===== src/rtl/blake2s_msg_ctrl.sv =====
// rtl/blake2s_msg_ctrl.sv - byte-stream to BLAKE2s core sequencer with block packing and digest handshake
module blake2s_msg_ctrl #(
  parameter int BLOCK_BYTES = 64,
  parameter int LEN_W       = 64,
  parameter int DIGEST_BITS = 88
) (
  input  logic                     clk_i,
  input  logic                     rst_i,
  input  logic                     start_i,
  input  logic                     in_valid_i,
  input  logic [7:0]               in_data_i,
  input  logic                     in_last_i,
  input  logic                     in_empty_i,
  output logic                     in_ready_o,
  output logic                     core_init_o,
  output logic                     core_next_o,
  output logic                     core_final_o,
  output logic [8*BLOCK_BYTES-1:0] core_block_o,
  output logic [LEN_W-1:0]         core_length_o,
  input  logic                     core_ready_i,
  input  logic [DIGEST_BITS-1:0]   core_digest_i,
  input  logic                     core_dvalid_i,
  output logic [DIGEST_BITS-1:0]   digest_o,
  output logic                     digest_valid_o,
  input  logic                     digest_ready_i,
  output logic                     busy_o
);

  localparam int ADDR_W = $clog2(BLOCK_BYTES);
  localparam int PTR_W  = ADDR_W + 1;
  localparam logic [PTR_W-1:0] PTR_FULL = PTR_W'(BLOCK_BYTES);
  localparam logic [PTR_W-1:0] PTR_ONE  = PTR_W'(1);
  localparam logic [LEN_W-1:0] CNT_ONE  = LEN_W'(1);

  typedef enum logic [2:0] {
    S_IDLE  = 3'd0,
    S_INIT  = 3'd1,
    S_FILL  = 3'd2,
    S_NEXT  = 3'd3,
    S_WAITN = 3'd4,
    S_FINAL = 3'd5,
    S_WAITF = 3'd6,
    S_DONE  = 3'd7
  } state_t;

  state_t                   state_q;
  logic [8*BLOCK_BYTES-1:0] blk_q;
  logic [PTR_W-1:0]         ptr_q;
  logic [LEN_W-1:0]         cnt_q;
  logic [LEN_W-1:0]         core_length_q;
  logic                     empty_q;
  logic                     core_init_q;
  logic                     core_next_q;
  logic                     core_final_q;
  logic [DIGEST_BITS-1:0]   digest_q;
  logic                     digest_valid_q;

  // Any command pulse currently on the core interface; used to keep pulses apart.
  logic                     pulse_q;
  logic [ADDR_W+2:0]        bit_idx;

  assign pulse_q = core_init_q | core_next_q | core_final_q;
  assign bit_idx = {ptr_q[ADDR_W-1:0], 3'b000};

  assign in_ready_o     = (state_q == S_FILL) && (ptr_q != PTR_FULL);
  assign core_init_o    = core_init_q;
  assign core_next_o    = core_next_q;
  assign core_final_o   = core_final_q;
  assign core_block_o   = blk_q;
  assign core_length_o  = core_length_q;
  assign digest_o       = digest_q;
  assign digest_valid_o = digest_valid_q;
  assign busy_o         = (state_q != S_IDLE);

  // Message sequencer: packs bytes, issues init/next/final, captures and hands off the digest.
  always_ff @(posedge clk_i) begin
    if (rst_i) begin
      state_q        <= S_IDLE;
      blk_q          <= '0;
      ptr_q          <= '0;
      cnt_q          <= '0;
      core_length_q  <= '0;
      empty_q        <= 1'b0;
      core_init_q    <= 1'b0;
      core_next_q    <= 1'b0;
      core_final_q   <= 1'b0;
      digest_q       <= '0;
      digest_valid_q <= 1'b0;
    end else begin
      core_init_q  <= 1'b0;
      core_next_q  <= 1'b0;
      core_final_q <= 1'b0;
      case (state_q)
        S_IDLE: begin
          if (start_i) begin
            blk_q   <= '0;
            ptr_q   <= '0;
            cnt_q   <= '0;
            empty_q <= in_empty_i;
            state_q <= S_INIT;
          end
        end
        S_INIT: begin
          if (core_ready_i && !pulse_q) begin
            core_init_q <= 1'b1;
            state_q     <= empty_q ? S_FINAL : S_FILL;
          end
        end
        S_FILL: begin
          if (in_valid_i) begin
            if (ptr_q != PTR_FULL) begin
              blk_q[bit_idx +: 8] <= in_data_i;
              ptr_q               <= ptr_q + PTR_ONE;
              cnt_q               <= cnt_q + CNT_ONE;
              if (in_last_i) begin
                state_q <= S_FINAL;
              end
            end else begin
              // Full block and more data pending: this block is not the last one.
              state_q <= S_NEXT;
            end
          end
        end
        S_NEXT: begin
          if (core_ready_i && !pulse_q) begin
            core_next_q   <= 1'b1;
            core_length_q <= cnt_q;
            state_q       <= S_WAITN;
          end
        end
        S_WAITN: begin
          // Ready is ignored during the pulse cycle itself, so a core that drops ready
          // late or never drops it still gets at least one cycle before the buffer clears.
          if (core_ready_i && !core_next_q) begin
            blk_q   <= '0;
            ptr_q   <= '0;
            state_q <= S_FILL;
          end
        end
        S_FINAL: begin
          if (core_ready_i && !pulse_q) begin
            core_final_q  <= 1'b1;
            core_length_q <= cnt_q;
            state_q       <= S_WAITF;
          end
        end
        S_WAITF: begin
          if (core_dvalid_i) begin
            digest_q       <= core_digest_i;
            digest_valid_q <= 1'b1;
            state_q        <= S_DONE;
          end
        end
        S_DONE: begin
          if (digest_ready_i) begin
            digest_valid_q <= 1'b0;
            state_q        <= S_IDLE;
          end
        end
        default: begin
          state_q <= S_IDLE;
        end
      endcase
    end
  end

endmodule


===== config.mk =====
export PLATFORM = sky130hd
export DESIGN_NAME = blake2s_msg_ctrl
export DESIGN_NICKNAME = d
export VERILOG_FILES = /design/src/rtl/blake2s_msg_ctrl.sv
export SDC_FILE = /design/constraint.sdc
export NUM_CORES = 2
export LEC_CHECK = 0
export ABC_CLOCK_PERIOD_IN_PS = 3100
export CORE_AREA = 2 2 303 305
export DETAILED_ROUTE_END_ITERATION = 10
export DIE_AREA = 0 0 305 307
export SETUP_SLACK_MARGIN = 0.02
export SYNTH_ARGS = -nofsm -noshare
export SYNTH_HDL_FRONTEND = slang
export SYNTH_SLANG_ARGS = --single-unit

===== constraint.sdc =====
create_clock -name clk_i -period 3.1 [get_ports clk_i]
set_clock_uncertainty 0.15 [all_clocks]
set_input_delay 0.62 -clock clk_i [delete_from_list [all_inputs] [get_ports clk_i]]
set_output_delay 0.62 -clock clk_i [all_outputs]
set_load 0.005 [all_outputs]

==> reports/qor.txt <==
Vias post-DR = 25.0k
Hpwl dp = 72.9 mm
Grt ovf = 0
Worst EP arrival = 3.26 ns
Total Nets Final = 3673
Hold buffer count at cts = 0
Peak VDD IR = 0.386 mV
CTS buffer count = 83
Rows = 111
WP buf/inv = 1
Final Util = 43.8%
Final min period = 2.93 ns
Vias in the first global route = 23.6k
CTS root buf = clkbuf_16
DRT Pass-1 Iters = 5
GP Congestion = 0.816
RSZ-0062 raised after global routing = false
Layout area overhead = 47.0%
Crit end category = flop
Largest delay contributor family on the critical path = simple AND/OR/NAND/NOR gates
Drt total wl = 103 mm
Die area = 0.0936 mm2
Leading area contributor after synthesis = dfxtp_1
Comb pwr share = 10.2%
H-Tree Depth = 3
Crit path largest cell delay = 0.54 ns
Clock power frac = 46.2%
Required time of the critical path = 3.43 ns
PnR worst setup slack = 0.168 ns
Placed insts = 4661
Final Non-Filler Cells = 4817
Hold Path Class = in2reg
Placed inst area = 0.0369 mm2
Max-cap violations = 0
Asr flop ratio synth = 0%
Top cell type's share of synthesized area = 55.0%
Ys Warns = 0
FILL cells = 8761
Endpoints failing hold = 0
Synth area leaders = dfxtp_1 (55%), o211ai_1 (6.8%), nand2_1 (5.6%)
First-pass GRT wire length = 153 mm
CTS tree = done
Net Sw Frac = 26.0%
Power per Cell Area = 554 mW/mm2
DRC = 0
Syn Nets = 2920
Worst-path cell chain = or3_1, or4_1, nand4_1, buf_12, or2_0, o21ai_0
Pint = 16300 uW
Mean routed wirelength per cell = 21.5 um
Commonest cells post-synth = dfxtp_1 (743), nand2_1 (404), o211ai_1 (245), o21ai_0 (226), a21oi_1 (212)
Status = finished, final reports clean
Clk buf depth = 3
Worst-Margin Slew = 1.04 ns
Initial antenna violation count = 2
Largest net degree at the start of global routing = 136
Layout cells sized above 1 = 9.62%
Flop pwr share = 43.6%
Post-Syn Instances = 2810
Core area = 0.0907 mm2
Post-route ant nets = 0
GRT Util Overall = 21.0%
Worst skew pair latency = 0.65 ns
Die W = 305 um
Avg Inst Size Synth = 9.63 um2
Fin crit share = 94.6%
Final setup vio count = 0
Post-synthesis register bit count = 743
CP Launch Type = flop
Netlist Area Pre-Place = 0.0270 mm2
Slowest-stage cell, CP = or4_1
Register Area = 0.0149 mm2
Chip Height = 307 um
Pre-CTS setup slack = -0.246 ns
Final Max Slew Viols = 0
Max Fclk = 341 MHz
Initial Util = 29.8%
Commonest register cell after synthesis = dfxtp_1
Crit path kind = reg2reg
Sw power = 5720 uW
Clock sink count = 743
PortBufs = 774
Post-route setup TNS = 0 ns
Clock Pin Slew Worst Setup and Hold Paths = 0.06 ns
Footprint of the multi-input gates = 0.0111 mm2
Post-synthesis sequential area ratio = 55.0%
Leak pwr = 0.0134 uW
Synth cell types = 70
Cell area after layout = 0.0398 mm2
I/O pin count = 775
Starting DRT DRC Count = 1917
Rel. slew slack = 30.5%
Crit-path max FO = 36
Vias/cell = 5.19
Most frequent cell after synthesis = dfxtp_1
Number of synthesized flops with an enable pin = 0
==> stage by stage <==
stage          power [uW]  hold WS, ns
2_1_floorplan       10900        0.287
3_3_place_gp        12000        0.291
3_5_place_dp        12000        0.295
4_1_cts             22200        0.174
5_1_grt             22800        0.229
6_report            22000        0.207
==> layout by cell type (no fill, tap or decap), types with 33 or more instances in the layout <==
| cell | count |
|---|---|
| clkdlybuf4s50_1 | 772 |
| dfxtp_1 | 742 |
| nand2_1 | 404 |
| o211ai_1 | 245 |
| o21ai_0 | 226 |
| a21oi_1 | 208 |
| o2bb2ai_1 | 128 |
| buf_4 | 126 |
| a32o_1 | 104 |
| clkbuf_16 | 85 |
| nor2_1 | 56 |
| nand4_1 | 40 |
| mux2i_1 | 33 |
==> kinds of logic after synthesis <==
kind of cell             synth area share [%]
flip-flops                               55.0
AO/OA/AOI/OAI                            25.6
adder cells (fa/ha/maj)                 0.231
multiplexers                             1.36
XOR/XNOR                                 1.00
AND/OR/NAND/NOR                          12.7
buffers and inverters                    4.15
==> what timing repair did <==
item | in CTS | in global routing
pin swaps | 1 | 2
gates resized for setup | 5 | 6
buffers inserted | 1 | 2
endpoints found under the setup margin | 48 | 85
==> power by group through the flow <==
stage	Clock [uW]	Combinational (uW)	Sequential (uW)
CTS	10400	2240	9600
global placement	0	2230	9810
detailed placement	0	2230	9810
floorplan	0	1150	9800
finish	10200	2250	9600
global route	10800	2410	9600
==> worst paths after layout <==
path / startpoint / endpoint / slack (ns) / cells past startpoint
setup / recovery: ptr_q[2] / core_block_o[21] / 0.17 / 6
hold / removal: rst_i / empty_q / 0.21 / 2
setup reg to reg: ptr_q[2] / core_block_o[21] / 0.17 / 6
hold reg to reg: digest_o[61] / digest_o[61] / 0.30 / 2
==> flip-flops by register name, summed over array words and instances, names as in the netlist <==
name	count
core_length_o	64
empty_q	1
core_init_o	1
ptr_q	7
core_final_o	1
digest_o	88
core_next_o	1
digest_valid_o	1
cnt_q	64
core_block_o	512
state_q	3
==> area by class of cell <==
cell class,count,area share [%]
Clock inverter,25,0.884
Tap cell,1186,3.73
Timing Repair Buffer,932,23.5
Multi-Input combinational cell,1784,28.0
Antenna cell,2,0.0126
Clock buffer,126,6.27
Sequential cell,743,37.4
Inverter,19,0.179
==> routing by layer <==
| layer | GRT usage (%) | share of wire (%) |
|---|---|---|
| met5 | 0 | 0 |
| met4 | 7.07 | 2.9 |
| met2 | 34.0 | 47 |
| met1 | 26.9 | 43 |
| met3 | 5.84 | 7.5 |
Note: power is estimated with default switching activity, not from simulation.
